<file path="src/rtl/duck_pkg.sv">
// duck_pkg: state/control codes shared between the movement sequencer and the
// movement datapath, the default frame length, and the direction decode helpers.
// Ports: none (package).
package duck_pkg;

   // Each code is both the sequencer state and the datapath control word.
   typedef enum logic [3:0] {
      ST_HOLD    = 4'b0000,
      ST_CLEAR   = 4'b0001,
      ST_RIGHT   = 4'b0010,
      ST_LEFT    = 4'b0011,
      ST_PREHOLD = 4'b0100,
      ST_DRAW    = 4'b0101,
      ST_DOWN    = 4'b0110,
      ST_UP      = 4'b0111
   } state_t;

   // 60 Hz frame at a 50 MHz clock.
   localparam int DEFAULT_TICK_CYCLES = 833334;

   // Bit positions inside the latched direction vector.
   localparam int DIR_LEFT  = 0;
   localparam int DIR_RIGHT = 1;
   localparam int DIR_UP    = 2;
   localparam int DIR_DOWN  = 3;

   // Vertical step to take, or DRAW when none. Up and down together cancel.
   function automatic state_t vert_step(input logic [3:0] dir);
      if (dir[DIR_DOWN] && !dir[DIR_UP])
         return ST_DOWN;
      else if (dir[DIR_UP] && !dir[DIR_DOWN])
         return ST_UP;
      else
         return ST_DRAW;
   endfunction

   // First step after the clear sweep: horizontal first, then vertical.
   function automatic state_t horiz_step(input logic [3:0] dir);
      if (dir[DIR_LEFT] && !dir[DIR_RIGHT])
         return ST_LEFT;
      else if (dir[DIR_RIGHT] && !dir[DIR_LEFT])
         return ST_RIGHT;
      else
         return vert_step(dir);
   endfunction

endpackage

</file>
<file path="src/rtl/frame_ticker.sv">
// frame_ticker: free-running frame counter 0 .. TICK_CYCLES-1.
// Ports:
//   clk        in   system clock
//   reset      in   synchronous, active-high
//   frame_tick out  high for the one cycle the counter holds TICK_CYCLES-1
module frame_ticker
   import duck_pkg::*;
#(
   parameter int TICK_CYCLES = DEFAULT_TICK_CYCLES,
   parameter int CTR_W       = 20
) (
   input  logic clk,
   input  logic reset,
   output logic frame_tick
);

   localparam logic [CTR_W-1:0] LAST = CTR_W'(TICK_CYCLES - 1);

   logic [CTR_W-1:0] cnt;

   always_ff @(posedge clk) begin
      if (reset)
         cnt <= '0;
      else if (cnt == LAST)
         cnt <= '0;
      else
         cnt <= cnt + CTR_W'(1);
   end

   assign frame_tick = (cnt == LAST);

endmodule

</file>
<file path="src/rtl/movement_control.sv">
// movement_control: per-sprite frame sequencer in front of the movement datapath.
// Each frame: clear sweep, at most one horizontal and one vertical pixel step,
// redraw sweep. The datapath's enable comes back as `done` (sweep complete).
// Ports:
//   clk, reset                         clock, synchronous active-high reset
//   go_left/go_right/go_up/go_down     level direction requests
//   done                               sweep-complete from the datapath
//   control[3:0]                       state code to the datapath (the state register)
//   frame_tick                         one-cycle pulse at frame-counter wrap
//   overrun                            tick arrived while one was still pending
//   busy                               high outside PREHOLD/HOLD
//
// state   | meaning
// PREHOLD | after reset, waiting for the first tick (no direction latch)
// HOLD    | idle between frames; tick latches directions
// CLEAR   | datapath erasing sprite at current position
// LEFT    | one-cycle horizontal step left
// RIGHT   | one-cycle horizontal step right
// DOWN    | one-cycle vertical step down
// UP      | one-cycle vertical step up
// DRAW    | datapath redrawing sprite at new position
module movement_control
   import duck_pkg::*;
#(
   parameter int TICK_CYCLES = DEFAULT_TICK_CYCLES,
   parameter int CTR_W       = 20
) (
   input  logic       clk,
   input  logic       reset,
   input  logic       go_left,
   input  logic       go_right,
   input  logic       go_up,
   input  logic       go_down,
   input  logic       done,
   output logic [3:0] control,
   output logic       frame_tick,
   output logic       overrun,
   output logic       busy
);

   state_t     state;
   logic [3:0] dir_q;
   logic       first;
   logic       tick_pend;

   logic       idle;
   logic       in_sweep;
   logic       tick_avail;
   logic       consume;
   logic       done_ok;
   state_t     h_next;
   state_t     v_next;

   frame_ticker #(
      .TICK_CYCLES (TICK_CYCLES),
      .CTR_W       (CTR_W)
   ) u_ticker (
      .clk        (clk),
      .reset      (reset),
      .frame_tick (frame_tick)
   );

   assign idle       = (state == ST_PREHOLD) || (state == ST_HOLD);
   assign in_sweep   = (state == ST_CLEAR) || (state == ST_DRAW);
   assign tick_avail = tick_pend | frame_tick;
   assign consume    = idle & tick_avail;
   // enable is still high from the previous state on a sweep's first cycle
   assign done_ok    = done & ~first & in_sweep;
   assign h_next     = horiz_step(dir_q);
   assign v_next     = vert_step(dir_q);

   always_ff @(posedge clk) begin
      if (reset) begin
         state     <= ST_PREHOLD;
         dir_q     <= 4'b0000;
         first     <= 1'b0;
         tick_pend <= 1'b0;
      end else begin
         first <= 1'b0;
         // a fresh tick landing on the consume cycle refills the flag
         tick_pend <= consume ? (tick_pend & frame_tick) : tick_avail;
         case (state)
            ST_PREHOLD: begin
               if (tick_avail) begin
                  state <= ST_CLEAR;
                  first <= 1'b1;
               end
            end
            ST_HOLD: begin
               if (tick_avail) begin
                  state <= ST_CLEAR;
                  first <= 1'b1;
                  dir_q <= {go_down, go_up, go_right, go_left};
               end
            end
            ST_CLEAR: begin
               if (done_ok) begin
                  state <= h_next;
                  first <= (h_next == ST_DRAW);
               end
            end
            ST_LEFT, ST_RIGHT: begin
               state <= v_next;
               first <= (v_next == ST_DRAW);
            end
            ST_DOWN, ST_UP: begin
               state <= ST_DRAW;
               first <= 1'b1;
            end
            ST_DRAW: begin
               if (done_ok)
                  state <= ST_HOLD;
            end
            default: state <= ST_PREHOLD;
         endcase
      end
   end

   assign control = state;
   assign busy    = ~idle;
   assign overrun = frame_tick & tick_pend & ~consume;

endmodule

</file>
<file path="config.mk">
export PLATFORM = sky130hd
export DESIGN_NAME = movement_control
export DESIGN_NICKNAME = d
export VERILOG_FILES = /design/src/rtl/duck_pkg.sv /design/src/rtl/frame_ticker.sv /design/src/rtl/movement_control.sv
export SDC_FILE = /design/constraint.sdc
export NUM_CORES = 1
export LEC_CHECK = 0
export ABC_CLOCK_PERIOD_IN_PS = 2800
export CAP_MARGIN = 5
export CORE_MARGIN = 2
export CORE_UTILIZATION = 30
export CTS_BUF_LIST = sky130_fd_sc_hd__clkbuf_2 sky130_fd_sc_hd__clkbuf_4 sky130_fd_sc_hd__clkbuf_8
export CTS_CLUSTER_DIAMETER = 120
export DETAILED_ROUTE_END_ITERATION = 6
export GPL_ROUTABILITY_DRIVEN = 1
export GPL_TIMING_DRIVEN = 0
export PLACE_DENSITY = 0.58
export SLEW_MARGIN = 0
export SYNTH_ARGS = -nofsm -noshare
export SYNTH_HDL_FRONTEND = slang
export SYNTH_HIERARCHICAL = 1
export SYNTH_SLANG_ARGS = --single-unit
</file>
<file path="constraint.sdc">
create_clock -name clk -period 2.8 [get_ports clk]
set_clock_uncertainty 0.1 [all_clocks]
set_input_delay 0.42 -clock clk [delete_from_list [all_inputs] [get_ports clk]]
set_output_delay 0.42 -clock clk [all_outputs]
set_load 0.02 [all_outputs]
</file>
==> impl_metrics.py, run 1 <==
metrics = {
    "status": {
        "outcome": "finished clean",
    },
    "pwr": {
        "combPwrFrac_pct": 3.8,
        "p_leak_uw": 0.000599,
        "swShare_pct": 21.0,
        "power_density_nw_per_um2": 442,
        "seqPwrFrac_pct": 52.3,
        "ir_worst_vdd_v": 0.000282,
        "power_switching_uw": 170,
        "p_int_uw": 636,
        "pwr-share-clk_pct": 44.0,
    },
    "global_routing": {
        "first_global_vias": 1149,
        "grt_use_total_pct": 12.5,
        "grt_first_pass_wirelength_um": 5220,
        "antenna_found_initial": 0,
        "grtUsageMet1_pct": 15.3,
        "met2_usage_pct": 19.6,
        "busiest_layer": "met2",
        "grt.overflow.total": 0,
        "met3_usage_pct": 3.75,
        "grt_max_degree": 11,
    },
    "route": {
        "viasPerCell": 4.70,
        "dr.pass1.iters": 4,
        "wl_per_cell_um": 11.4,
        "drt_iter0_drc": 22,
        "totalWireLength_um": 2950,
        "route.detailed.drc": 0,
        "vias": 1221,
        "ant_nets": 0,
    },
    "logic_synthesis": {
        "synth_top_area_share_pct": 38.6,
        "seq_area_frac_synth_pct": 38.6,
        "synthFlopType": "dfxtp_1",
        "synth.largest_area_cell": "dfxtp_1",
        "async_flop_share_pct": 0,
        "post-synth-top-count-cell": "dfxtp_1",
        "synth.area.top_cells": "dfxtp_1, xnor2_1, nor2_1",
        "yosysWarnings": 6,
        "ys_seq_elements": 29,
        "synth_cell_type_count": 42,
        "netlist_instances": 173,
        "synthTopCellsByCount": "dfxtp_1, nor2_1, nand3_1",
        "synthesis.area_um2": 1510,
        "synth_fp_nets": 185,
        "synth_edf_count": 0,
        "synth_area_per_cell_um2": 8.70,
    },
    "clock_tree": {
        "cts_tree": "built",
        "path_clk_slew_ns": 0.06,
        "ctsLongestPathBuffers": 2,
        "clk_latency_ns": 0.28,
        "cts_htree_levels": 2,
        "clock-root-buffer": "clkbuf_8",
        "cts_buffers": 5,
        "clock_sinks": 29,
    },
    "die": {
        "num_rows": 25,
        "io_pins": 14,
        "dieArea_um2": 5600,
        "core-area_um2": 4790,
        "start_util_pct": 31.5,
        "die_w_um": 74.8,
        "die_h_um": 74.8,
    },
    "min_path": {
        "min_path_type": "reg -> reg",
    },
    "placement": {
        "placed_area_um2": 1720,
        "portBuffers": 12,
        "place_congestion": 0.777,
        "dp.final_hpwl_um": 2040,
    },
    "timing": {
        "worstMarginPinSlew_ns": 0.930,
        "setup_viol": 0,
        "fin_crit_sh_pct": 93.6,
        "fin_crit_ns": 2.62,
        "rsz0062_at_grt": "false",
        "final_hold_viol_count": 0,
        "tns_ns": 0,
        "final_max_slew_viol_count": 0,
        "slew_headroom_pct": 37.4,
        "max_freq_mhz": 382,
    },
    "layout": {
        "post-route-cell-area_um2": 1820,
        "nets": 205,
        "num_antenna_cells": 0,
        "area_growth_pct": 21.0,
        "drive_above_1_share_pct": 11.4,
    },
    "setup_path": {
        "worstPathCellList": "ha_1 -> nand4b_1 -> or4_1 -> nor4_4 -> and3_1 -> clkdlybuf4s15_2",
        "startpoint_type": "register",
        "slowest_delay_ns": 0.46,
        "crit_arrival_ns": 2.10,
        "crit_type": "reg -> out",
        "cp_top_family": "simple AND/OR/NAND/NOR gates",
        "critical_path.max_fanout": 5,
        "path_buf_inv": 1,
        "endpoint_kind": "output port",
        "required_ns": 2.28,
        "crit_path_top_delay_cell": "or4_1",
    },
    "job": {
        "cap_violations": 0,
    },
}
==> cells by family after synthesis <==
kind of cell | count (synthesis) | share of synthesized area (%)
AO/OA/AOI/OAI | 21 | 9.56
XOR/XNOR | 13 | 7.56
adder cells (fa/ha/maj) | 5 | 4.16
buffers and inverters | 14 | 4.82
flip-flops | 29 | 38.6
multiplexers | 7 | 4.66
other | 1 | 0.249
AND/OR/NAND/NOR | 83 | 30.4
==> registers in the layout (all words and copies together) (netlist names) <==
register,cells
dir_q,4
u_ticker/cnt,20
tick_pend,1
control,3
first,1
==> worst paths after layout <==
| check | from | to | slack [ns] | cells past startpoint |
|---|---|---|---|---|
| hold reg to reg | u_ticker/cnt[0]$_SDFF_PP0_ | u_ticker/cnt[0]$_SDFF_PP0_ | 0.39 | 1 |
| hold / removal | u_ticker/cnt[0]$_SDFF_PP0_ | u_ticker/cnt[0]$_SDFF_PP0_ | 0.39 | 1 |
| setup / recovery | u_ticker/cnt[0]$_SDFF_PP0_ | overrun | 0.18 | 6 |
| setup reg to reg | u_ticker/cnt[0]$_SDFF_PP0_ | dir_q[0]$_SDFFE_PP0P_ | 0.42 | 9 |
==> worst register-to-register path, stage by stage, from the launching register on <==
cell,delay [ns]
dfxtp_1,0.39
ha_1,0.19
nand4b_1,0.09
or4_1,0.46
nor4_4,0.23
buf_4,0.19
nor2_1,0.07
nor3_4,0.24
mux2i_1,0.24
nor2_1,0.05
==> through the flow <==
step	hold WS (ns)	utilization [%]	worst slack (ns)	total power, µW	cells
final	0.385	38.1	0.179	806	260
after global routing	0.405	38.1	0.0430	840	260
after CTS	0.388	38.1	0.0195	823	260
after detailed placement	0.373	35.8	-0.144	461	252
after global placement	0.367	35.8	-0.130	461	252
after floorplan	0.345	-	0.251	447	173
==> per-layer routing <==
metal,up-vias,part of all wire (%)
met5,-,0
met4,0,2.6
met3,8,4.2
met2,22,43
met1,541,50
li1,650,-
==> power by group through the flow <==
stage,Combinational [µW],Sequential [µW],Clock (µW)
4_1_cts,31.0,421,372
6_report,30.4,421,354
3_5_place_dp,30.7,430,0
3_3_place_gp,31.0,430,0
5_1_grt,34.4,421,384
2_1_floorplan,17.7,429,0
==> cell usage in the layout, fill, tap and decap left out, types with 2 or more instances in the layout <==
cell / n
o21ai_0: 8
or4_4: 2
ha_1: 5
mux2i_1: 7
nand2_1: 8
nand3_1: 13
nor4_1: 6
nor3_1: 4
dfxtp_1: 29
or3_1: 3
or4_1: 2
clkbuf_8: 6
nand4_1: 2
nor2b_1: 2
buf_4: 2
nor2_1: 27
xnor2_1: 12
and3_1: 3
a21oi_1: 6
clkdlybuf4s50_1: 10
inv_1: 8
buf_6: 2
==> repair_timing <==
action | in CTS | in global routing
endpoints found under the setup margin | 2 | 2
gates resized for setup | 5 | 0
hold buffers | 0 | 0
pin swaps | 1 | 1
setup buffers | 1 | 0
==> cell type report <==
class	count	area (µm²)
tap	67	83.8
buffer	6	42.5
sequential	29	581
fill	507	2960
inverter	8	30.0
clock buffer	7	90.1
timing repair buffer	13	128
multi-input combinational	130	867
Power figures use the tool's default switching activity.
==> run 2: changes to the inputs <==
--- a/config.mk
+++ b/config.mk
@@ -15,6 +15,7 @@
 export GPL_ROUTABILITY_DRIVEN = 1
 export GPL_TIMING_DRIVEN = 0
 export PLACE_DENSITY = 0.58
+export SETUP_SLACK_MARGIN = 0.15
 export SLEW_MARGIN = 0
 export SYNTH_ARGS = -nofsm -noshare
 export SYNTH_HDL_FRONTEND = slang
==> run 2 against run 1 <==
- flip-flop and latch count stayed put
- via count rose by 0.25%
- count of clock-buffer cells in the layout stayed put
- sequential power is essentially flat
- register-to-register slack improved by 0.06 ns
- critical path depth rose by 1
- non-clock buffer count is the same
- core utilization unchanged
- global-route usage barely moved
==> impl_metrics.py, run 2 (synthesis gave the netlist of run 1 again) <==
metrics = {
    "pwr": {
        "power_switching_uw": 170,
        "ir_worst_vdd_v": 0.000283,
        "total_power_uw": 806,
        "p_leak_uw": 0.000600,
        "swShare_pct": 21.0,
        "p_int_uw": 636,
        "power_density_nw_per_um2": 442,
        "pwr-share-clk_pct": 44.0,
        "combPwrFrac_pct": 3.8,
        "seqPwrFrac_pct": 52.3,
    },
    "timing": {
        "fin_crit_sh_pct": 87.8,
        "rsz0062_at_grt": "false",
        "worstMarginPinSlew_ns": 0.933,
        "slew_headroom_pct": 37.2,
        "fin_ws_ns": 0.342,
        "hold_slack_ns": 0.348,
        "max_freq_mhz": 407,
        "final_max_slew_viol_count": 0,
        "setup_viol": 0,
        "final_hold_viol_count": 0,
        "fin_crit_ns": 2.46,
    },
    "clock_tree": {
        "cts_htree_levels": 2,
        "clock-root-buffer": "clkbuf_8",
        "ctsLongestPathBuffers": 2,
        "path_clk_slew_ns": 0.06,
        "cts_buffers": 5,
        "clk_latency_ns": 0.28,
        "cts_hold_buf": 0,
        "clock_sinks": 29,
        "cts_tree": "built",
    },
    "layout": {
        "multi_input_area_um2": 871,
        "post-route-cell-area_um2": 1820,
        "regArea_um2": 582,
        "nets": 205,
        "num_antenna_cells": 0,
        "max_flop_register": "u_ticker/cnt",
        "nFillCells": 507,
        "area_growth_pct": 21.0,
        "largest_reg_flops": 20,
        "fin_cells": 260,
        "drive_above_1_share_pct": 12.4,
        "layout_common_cells": "dfxtp_1, nor2_1, nand3_1, xnor2_1, clkdlybuf4s50_1",
        "mostFrequentLayoutCell": "dfxtp_1",
    },
    "placement": {
        "dp.final_hpwl_um": 2040,
        "placed_area_um2": 1720,
        "place_congestion": 0.777,
        "portBuffers": 12,
        "place_ws_ns": -0.144,
        "numPlacedInstances": 252,
    },
    "setup_path": {
        "reg2reg_to": "dir_q[0]$_SDFFE_PP0P_",
        "crit_type": "reg -> out",
        "rrSetupSlack_ns": 0.48,
        "worstRegToRegCells": 10,
        "crit_arrival_ns": 1.94,
        "endpoint_kind": "output port",
        "startpoint_type": "register",
        "r2r_start": "u_ticker/cnt[1]$_SDFF_PP0_",
        "critical_path.max_fanout": 4,
        "required_ns": 2.28,
    },
    "min_path": {
        "hold-path-cell-count": 1,
        "min_from": "u_ticker/cnt[0]$_SDFF_PP0_",
        "min_to": "u_ticker/cnt[0]$_SDFF_PP0_",
        "min_path_type": "reg -> reg",
    },
    "route": {
        "drt_iter0_drc": 25,
        "vias": 1224,
        "viasPerCell": 4.71,
        "wl_per_cell_um": 11.3,
        "dr.pass1.iters": 4,
        "totalWireLength_um": 2950,
        "route.detailed.drc": 0,
        "ant_nets": 0,
    },
    "global_routing": {
        "grt_use_total_pct": 12.5,
        "grt_first_pass_wirelength_um": 5240,
        "grt_max_degree": 11,
        "grt.overflow.total": 0,
        "first_global_vias": 1155,
        "antenna_found_initial": 0,
    },
    "die": {
        "die_h_um": 74.8,
        "io_pins": 14,
        "core-area_um2": 4790,
        "start_util_pct": 31.5,
        "num_rows": 25,
        "die_w_um": 74.8,
        "dieArea_um2": 5600,
    },
    "job": {
        "cap_violations": 0,
    },
    "status": {
        "outcome": "finished clean",
    },
}
-- run 2: cell types whose count changed in the layout (fill, tap and decap cells not counted), sizes merged --
cell | previous run | this run
dlygate4sd2 | 1 | 0
buf | 6 | 7
-- run 2: repair_timing --
action / 4_1_cts / 5_1_grt
pin swaps: 2 / 1
cloned: 0 / 0
setup buffers: 1 / 0
endpoints found under the setup margin: 2 / 6
gates resized for setup: 8 / 1
-- run 2: power groups by stage --
stage	Clock (µW)	Sequential, µW	Combinational, µW
after detailed placement	0	430	30.7
after CTS	372	421	31.0
after floorplan	0	429	17.7
after global placement	0	430	31.0
after global routing	384	422	34.4
final	354	421	30.4
-- run 2: worst max-delay path by stage --
stage	from	slack, ns	endpoint	cells after the start
global route	u_ticker/cnt[1]$_SDFF_PP0_	0.18	overrun	7
finish	u_ticker/cnt[1]$_SDFF_PP0_	0.34	overrun	7
global placement	u_ticker/cnt[0]$_SDFF_PP0_	-0.13	overrun	6
detailed placement	u_ticker/cnt[0]$_SDFF_PP0_	-0.14	overrun	6
CTS	u_ticker/cnt[1]$_SDFF_PP0_	0.16	frame_tick	6
floorplan	u_ticker/cnt[0]$_SDFF_PP0_	0.25	overrun	5
-- run 2: layer usage --
metal | vias up | global-route usage (%) | wire, µm
met5 | - | 0 | 0
met3 | 8 | 3.75 | 123
met1 | 548 | 15.4 | 1460
met4 | 0 | 7.14 | 76
li1 | 648 | - | -
met2 | 20 | 19.6 | 1280
-- run 2: worst max-delay path, stage by stage, from the launching register on --
cell,delay (ns)
dfxtp_1,0.33
inv_1,0.06
ha_1,0.16
nand4b_1,0.10
or4_4,0.44
nor4_4,0.22
and3_1,0.20
buf_2,0.16
-- run 2: cell type report --
type                    count  area share (%)
plain buffers               6            2.34
multi-input cells         130            47.8
repair buffers             13            6.73
well taps                  67            4.60
inverters                   8            1.65
clock buffers               7            4.95
flip-flops and latches     29            31.9
-- run 2: per-stage QoR --
step           util, %  TNS [ns]
3_5_place_dp      35.8    -0.163
4_1_cts           38.0         0
5_1_grt           38.1         0
6_report          38.1         0
2_1_floorplan        -         0
3_3_place_gp      35.8    -0.140
